--- src/rtl/hps_io_sequencer_if.sv ---
// Client-side command/payload/response port of the HPS word sequencer.
// master = sequencer, slave = downstream client.
interface hps_io_sequencer_if #(
    parameter int IDX_W = 8
) ();
    logic             cmd_valid;
    logic [7:0]       cmd_code;
    logic             cmd_active;
    logic             cmd_end;
    logic             data_valid;
    logic [15:0]      data_out;
    logic [IDX_W-1:0] data_idx;
    logic             data_ready;
    logic [IDX_W-1:0] rsp_idx;
    logic [15:0]      rsp_data;

    modport master (
        output cmd_valid,
        output cmd_code,
        output cmd_active,
        output cmd_end,
        output data_valid,
        output data_out,
        output data_idx,
        input  data_ready,
        output rsp_idx,
        input  rsp_data
    );

    modport slave (
        input  cmd_valid,
        input  cmd_code,
        input  cmd_active,
        input  cmd_end,
        input  data_valid,
        input  data_out,
        input  data_idx,
        output data_ready,
        input  rsp_idx,
        output rsp_data
    );
endinterface

--- src/rtl/hps_io_sequencer.sv ---
// HPS SPI command-frame sequencer: frames words by io_enable, answers
// version/status locally and forwards other commands to one client.
module hps_io_sequencer #(
    parameter int          IDX_W      = 8,
    parameter logic [15:0] VERSION    = 16'h0001,
    parameter logic [7:0]  OP_VERSION = 8'hFF,
    parameter logic [7:0]  OP_STATUS  = 8'hFE
) (
    input  logic        sys_clk,
    input  logic        reset_n,
    input  logic        io_enable,
    input  logic        io_strobe,
    input  logic [15:0] io_din,
    output logic [15:0] io_dout,
    output logic        overrun,
    input  logic        ovr_clr,
    hps_io_sequencer_if.master cl
);

    typedef enum logic [1:0] {
        S_IDLE,
        S_WAIT,
        S_FWD,
        S_LOCAL
    } state_t;

    state_t           r_state;
    state_t           w_next;

    logic             r_en_d;
    logic             r_cmd_valid;
    logic [7:0]       r_cmd_code;
    logic             r_cmd_active;
    logic             r_cmd_end;
    logic             r_data_valid;
    logic [15:0]      r_data_out;
    logic [IDX_W-1:0] r_data_idx;
    logic [IDX_W-1:0] r_idx;
    logic [7:0]       r_cnt;
    logic             r_overrun;
    logic             r_rsp_pend;
    logic [15:0]      r_io_dout;

    logic             w_start;
    logic             w_end;
    logic             w_local_op;
    logic             w_cmd;
    logic             w_fwd_cmd;
    logic             w_fwd_wd;
    logic             w_loc_wd;
    logic             w_accept;
    logic             w_drop;
    logic             w_load;
    logic [15:0]      w_local_rsp;
    logic [15:0]      w_rsp;

    assign w_start = io_enable & ~r_en_d;
    assign w_end   = ~io_enable & r_en_d;

    always_ff @(posedge sys_clk or negedge reset_n) begin
        if (!reset_n) begin
            r_state <= S_IDLE;
        end else begin
            r_state <= w_next;
        end
    end

    always_comb begin
        w_next = r_state;
        unique case (r_state)
            S_IDLE:  if (w_start) w_next = S_WAIT;
            S_WAIT: begin
                if (io_strobe) begin
                    w_next = w_local_op ? S_LOCAL : S_FWD;
                end
            end
            default: w_next = r_state;
        endcase
        // a closing frame wins over any transition taken above
        if (w_end) w_next = S_IDLE;
    end

    always_comb begin
        w_local_op = (io_din[7:0] == OP_VERSION) |
                     (io_din[7:0] == OP_STATUS);
        w_cmd      = io_strobe & (r_state == S_WAIT);
        w_fwd_cmd  = w_cmd & ~w_local_op;
        w_fwd_wd   = io_strobe & (r_state == S_FWD);
        w_loc_wd   = io_strobe & (r_state == S_LOCAL);
        w_accept   = r_data_valid & cl.data_ready;
        w_drop     = w_fwd_wd & r_data_valid & ~cl.data_ready;
        w_load     = w_fwd_wd & ~w_drop;
        if (r_cmd_code == OP_VERSION) begin
            w_local_rsp = VERSION;
        end else begin
            w_local_rsp = {r_overrun, 7'b0, r_cnt};
        end
        w_rsp = (r_state == S_LOCAL) ? w_local_rsp : cl.rsp_data;
    end

    always_ff @(posedge sys_clk or negedge reset_n) begin
        if (!reset_n) begin
            r_en_d       <= 1'b0;
            r_cmd_valid  <= 1'b0;
            r_cmd_code   <= '0;
            r_cmd_active <= 1'b0;
            r_cmd_end    <= 1'b0;
            r_data_valid <= 1'b0;
            r_data_out   <= '0;
            r_data_idx   <= '0;
            r_idx        <= '0;
            r_cnt        <= '0;
            r_overrun    <= 1'b0;
            r_rsp_pend   <= 1'b0;
            r_io_dout    <= '0;
        end else begin
            r_en_d      <= io_enable;
            r_cmd_valid <= w_fwd_cmd;
            r_cmd_end   <= w_end & (r_state == S_FWD);

            if (w_cmd) r_cmd_code <= io_din[7:0];

            if (w_end) begin
                r_cmd_active <= 1'b0;
            end else if (w_fwd_cmd) begin
                r_cmd_active <= 1'b1;
            end

            if (w_cmd) begin
                r_idx <= '0;
            end else if (w_fwd_wd && r_idx != '1) begin
                r_idx <= r_idx + 1'b1;
            end

            if (w_cmd) begin
                r_cnt <= '0;
            end else if ((w_fwd_wd | w_loc_wd) && r_cnt != 8'hFF) begin
                r_cnt <= r_cnt + 8'd1;
            end

            // a pending word survives frame end until the client takes it
            if (w_load) begin
                r_data_valid <= 1'b1;
                r_data_out   <= io_din;
                r_data_idx   <= r_idx;
            end else if (w_accept) begin
                r_data_valid <= 1'b0;
            end

            if (w_drop) begin
                r_overrun <= 1'b1;
            end else if (ovr_clr) begin
                r_overrun <= 1'b0;
            end

            // one cycle for rsp_idx to settle, then sample the response
            r_rsp_pend <= (w_cmd | w_fwd_wd | w_loc_wd) & ~w_end;

            if (w_end) begin
                r_io_dout <= '0;
            end else if (r_rsp_pend) begin
                r_io_dout <= w_rsp;
            end
        end
    end

    assign io_dout       = r_io_dout;
    assign overrun       = r_overrun;
    assign cl.cmd_valid  = r_cmd_valid;
    assign cl.cmd_code   = r_cmd_code;
    assign cl.cmd_active = r_cmd_active;
    assign cl.cmd_end    = r_cmd_end;
    assign cl.data_valid = r_data_valid;
    assign cl.data_out   = r_data_out;
    assign cl.data_idx   = r_data_idx;
    assign cl.rsp_idx    = r_idx;

endmodule

--- src/flat_wrapper.sv ---
// flat-port wrapper written by rule: the top's interface ports become plain ports
module hps_io_sequencer_flat 
#(
    parameter int          IDX_W      = 8,
    parameter logic [15:0] VERSION    = 16'h0001,
    parameter logic [7:0]  OP_VERSION = 8'hFF,
    parameter logic [7:0]  OP_STATUS  = 8'hFE
)
  (sys_clk, reset_n, io_enable, io_strobe, io_din, io_dout, overrun, ovr_clr, cl_cmd_valid, cl_cmd_code, cl_cmd_active, cl_cmd_end, cl_data_valid, cl_data_out, cl_data_idx, cl_data_ready, cl_rsp_idx, cl_rsp_data);
  hps_io_sequencer_if #(.IDX_W(IDX_W)) cl_i ();
  input  logic sys_clk;
  input  logic reset_n;
  input  logic io_enable;
  input  logic io_strobe;
  input  logic [15:0] io_din;
  output logic [15:0] io_dout;
  output logic overrun;
  input  logic ovr_clr;
  output wire logic [$bits(cl_i.cmd_valid)-1:0] cl_cmd_valid;
  output wire logic [$bits(cl_i.cmd_code)-1:0] cl_cmd_code;
  output wire logic [$bits(cl_i.cmd_active)-1:0] cl_cmd_active;
  output wire logic [$bits(cl_i.cmd_end)-1:0] cl_cmd_end;
  output wire logic [$bits(cl_i.data_valid)-1:0] cl_data_valid;
  output wire logic [$bits(cl_i.data_out)-1:0] cl_data_out;
  output wire logic [$bits(cl_i.data_idx)-1:0] cl_data_idx;
  input wire logic [$bits(cl_i.data_ready)-1:0] cl_data_ready;
  output wire logic [$bits(cl_i.rsp_idx)-1:0] cl_rsp_idx;
  input wire logic [$bits(cl_i.rsp_data)-1:0] cl_rsp_data;
  assign cl_cmd_valid = cl_i.cmd_valid;
  assign cl_cmd_code = cl_i.cmd_code;
  assign cl_cmd_active = cl_i.cmd_active;
  assign cl_cmd_end = cl_i.cmd_end;
  assign cl_data_valid = cl_i.data_valid;
  assign cl_data_out = cl_i.data_out;
  assign cl_data_idx = cl_i.data_idx;
  assign cl_i.data_ready = cl_data_ready;
  assign cl_rsp_idx = cl_i.rsp_idx;
  assign cl_i.rsp_data = cl_rsp_data;
  hps_io_sequencer #(.IDX_W(IDX_W), .VERSION(VERSION), .OP_VERSION(OP_VERSION), .OP_STATUS(OP_STATUS)) u_core (.sys_clk(sys_clk), .reset_n(reset_n), .io_enable(io_enable), .io_strobe(io_strobe), .io_din(io_din), .io_dout(io_dout), .overrun(overrun), .ovr_clr(ovr_clr), .cl(cl_i));
endmodule
--- config.mk ---
export PLATFORM = sky130hd
export DESIGN_NAME = hps_io_sequencer_flat
export DESIGN_NICKNAME = d
export VERILOG_FILES = /design/src/rtl/hps_io_sequencer_if.sv /design/src/rtl/hps_io_sequencer.sv /design/src/flat_wrapper.sv
export SDC_FILE = /design/constraint.sdc
export NUM_CORES = 1
export LEC_CHECK = 0
export ABC_AREA = 1
export CAP_MARGIN = 40
export CORE_ASPECT_RATIO = 1.5
export CORE_MARGIN = 3
export CORE_UTILIZATION = 47
export DETAILED_ROUTE_END_ITERATION = 12
export PLACE_DENSITY_LB_ADDON = 0.1
export SLEW_MARGIN = 15
export SYNTH_ARGS = -nofsm -noshare
export SYNTH_HDL_FRONTEND = slang
export SYNTH_SLANG_ARGS = --single-unit
--- constraint.sdc ---
create_clock -name sys_clk -period 1.7 [get_ports sys_clk]
set_clock_uncertainty 0.2 [all_clocks]
set_input_delay 0.17 -clock sys_clk [delete_from_list [all_inputs] [get_ports sys_clk]]
set_output_delay 0.17 -clock sys_clk [all_outputs]
set_load 0.05 [all_outputs]
==> run metrics <==
ant diodes 0; Synth Net Count 446; Post-Route WL 8438 um; crit-path max FO 5; Post-Route Setup TNS 0 ns; fmax 630.2 MHz; Worst-path clk slew 0.08 ns; Crit-path slowest cell dfrtp_2; Placement Cell Area 4453 um^2; CP peak stage delay 0.44 ns; Final ANT Viol Nets 0; number of buffers added on ports 98; wire per inst 13.86 um; DP Wirelength 6389 um; Num CTS Buffers 9; outcome finished clean; largest net degree at the start of global routing 29; Synth Instances 406; DR pass1 iterations 4; Netlist cell types 26; Logic pwr share 45.9%; vias 3037; vias in the first global route 3079; number of buffers and inverters on the critical path 1; crit path capture type flop; H-tree levels 3; number of synthesized register bits 73; initial antenna violation count 0; mapped cell area 3301 um^2; row count 36; Avg Inst Size Synth 8.130 um^2; worst reg2reg setup slack 0.11 ns; Flop pwr share 33.2%; Critical Path RT 1.78 ns; MaxCap Viol Count 0; setup violators final 0; Yosys Warn Count 0; sw frac 44.18%; TritonCTS clock tree done; Root Driver clkbuf_8; synthesis-to-layout area growth 43.03%; Crit path max-delay family flip-flops; P_sw 3.481 mW; core area 6666 um^2; starting density of the core 49.51%; drt drc 0; Horiz. Die Dim 74.43 um; clock share of power 20.9%; crit path launch u_core.cl.rsp_idx[0]; GRT Util Overall 22.64%; worst r2r src u_core.cl.rsp_idx[0]; post-synthesis sequential area ratio 55.34%; worst reg2reg path depth 7; die height 108.6 um; fraction of layout cells with a size suffix above 1 23.08%; crit-path cells ha_1, nand2_2, nor2_2, a21oi_4, buf_4, nand3_1, nand2_1; relative slew slack 76.14%; Tot Pwr 7.879 mW; clock tree sinks 73; PwrDens 1669 nW/um^2; maximum VDD drop 1.124 mV; DR iter-0 viols 142; startpoint type of the worst setup path flop; Slew Viols, Final 0; Ports 99; Tcrit/Tclk final 93.35%; Worst Path Arrival 1.67 ns; remaining global-route overflow 0; LEAKAGE 2.498 nW; worst-skew pair later-pin latency 0.35 ns; Design Area, Final 4721 um^2; CTS max path bufs 2; worst setup path endpoint u_core.cl.rsp_idx[4]; Worst-Margin Slew 0.3579 ns; Die ar. 8085 um^2; WS Path Type reg -> reg; routability congestion estimate 0.8212; endpoints failing hold 0; min Tclk post-route 1.587 ns; worst r2r dst u_core.cl.rsp_idx[4]; Nets 568; Vias/cell 4.987; WP depth 7; first-pass GRT wire length 14000 um; RSZ-0062 raised after global routing false; internal power 4.398 mW; HP Class in -> async; Worst Hold Slack 0.05586 ns
state kept, by name, summed over array words and instances (netlist names):
register	flops
u_core.cl.data_idx	8
u_core.r_en_d	1
u_core.overrun	1
u_core.cl.data_out	16
u_core.cl.cmd_valid	1
u_core.cl.rsp_idx	8
u_core.r_state	2
u_core.r_rsp_pend	1
u_core.cl.data_valid	1
u_core.cl.cmd_end	1
u_core.r_cnt	8
u_core.cl.cmd_code	8
u_core.cl.cmd_active	1
u_core.io_dout	16
metal layers:
| layer | part of all wire [%] | track usage, % | vias up | wire length [um] |
|---|---|---|---|---|
| li1 | - | - | 1513 | - |
| met1 | 39 | 25.79 | 1426 | 3317 |
| met5 | 0 | 0 | - | 0 |
| met3 | 5.3 | 5.535 | 14 | 446 |
| met4 | 2.1 | 9.924 | 0 | 176 |
| met2 | 53 | 39.37 | 84 | 4498 |
synth_stat cells:
cell type  number  area share (%)
nand2_1       169              19
dfrtp_1        73              55
nand3_1        40             6.1
inv_1          37             4.2
o21ai_0        26             3.9
nor2_1         18             2.0
buf_2           4            0.61
nand4_1         4            0.76
o21ai_2         4             1.1
a21oi_1         3            0.45
buf_4           3            0.68
buf_6           3             1.0
nor2_2          3            0.57
or2_2           3            0.57
clkbuf_1        2            0.23
ha_1            2            0.76
inv_2           2            0.23
o21bai_1        2            0.45
a21oi_2         1            0.27
a31o_2          1            0.27
clkinv_1        1            0.11
nand3_2         1            0.30
nor2_4          1            0.34
nor3_1          1            0.15
o21ai_1         1            0.15
o22ai_1         1            0.19
worst min path at each step:
stage / startpoint / end / slack [ns] / cells past startpoint
after floorplan: reset_n / u_core.cl.cmd_active / -0.33 / 0
after global placement: reset_n / u_core.io_dout[12] / -0.1 / 1
after detailed placement: reset_n / u_core.io_dout[12] / -0.1 / 1
after CTS: reset_n / u_core.io_dout[12] / 0.05 / 2
after global routing: reset_n / u_core.io_dout[8] / 0.06 / 2
final: reset_n / u_core.io_dout[12] / 0.06 / 2
cell usage in the layout, fill, tap and decap left out, drive strengths merged:
cell           synthesis  layout
nor2                  22      22
clkinvlp               0       2
nand3                 41      41
nand4                  4       4
a31o                   1       1
clkbuf                 2      11
clkdlybuf4s50          0      36
nor3                   1       1
clkinv                 1       1
dfrtp                 73      73
nand2                169     169
ha                     2       2
o21bai                 2       2
inv                   39      39
o22ai                  1       1
bufinv                 0       3
dlygate4sd3            0       1
buf                   10      86
or2                    3       3
a21oi                  4       4
o21ai                 31      31
repair_timing:
item                                    CTS  global route
gates resized for setup                   0             6
buffers inserted                          0             0
endpoints found under the setup margin    0            10
hold buffers                              1             0
hold endpoints to repair                 73             0
cell type report:
type,count,area (um^2)
Clock inverter,5,102.6
Sequential cell,73,1832
Clock buffer,11,141.4
Multi-Input combinational cell,281,1255
Timing Repair Buffer,123,1139
Inverter,40,156.4
Fill cell,560,1946
Tap cell,76,95.09
power by group through the flow:
| stage | clock network (mW) | logic (mW) | registers [mW] |
|---|---|---|---|
| after detailed placement | 0 | 3.63 | 2.64 |
| after floorplan | 0 | 0.765 | 4.18 |
| after CTS | 1.68 | 3.64 | 2.61 |
| after global placement | 0 | 3.58 | 2.62 |
| after global routing | 1.74 | 3.85 | 2.68 |
| final | 1.65 | 3.62 | 2.61 |
metrics by stage:
step                      cells  util [%]  setup WS [ns]
after floorplan             406         -       0.003656
after global placement      592     66.80        0.06755
after detailed placement    592     66.80        0.02614
after CTS                   609     70.61        0.03666
after global routing        609     70.81       0.004124
final                       609     70.81         0.1131
logic make-up (layout without fill, tap and decap cells):
logic type | Yosys count | after routing | synth area share, %
and+or+nand+nor | 240 | 240 | 30.02
adders and majority gates | 2 | 2 | 0.7580
DFF | 73 | 73 | 55.34
buffers and inverters | 52 | 179 | 7.089
AOI/OAI and AO/OA | 39 | 39 | 6.785
No activity file was read; power rests on OpenSTA's default activity.
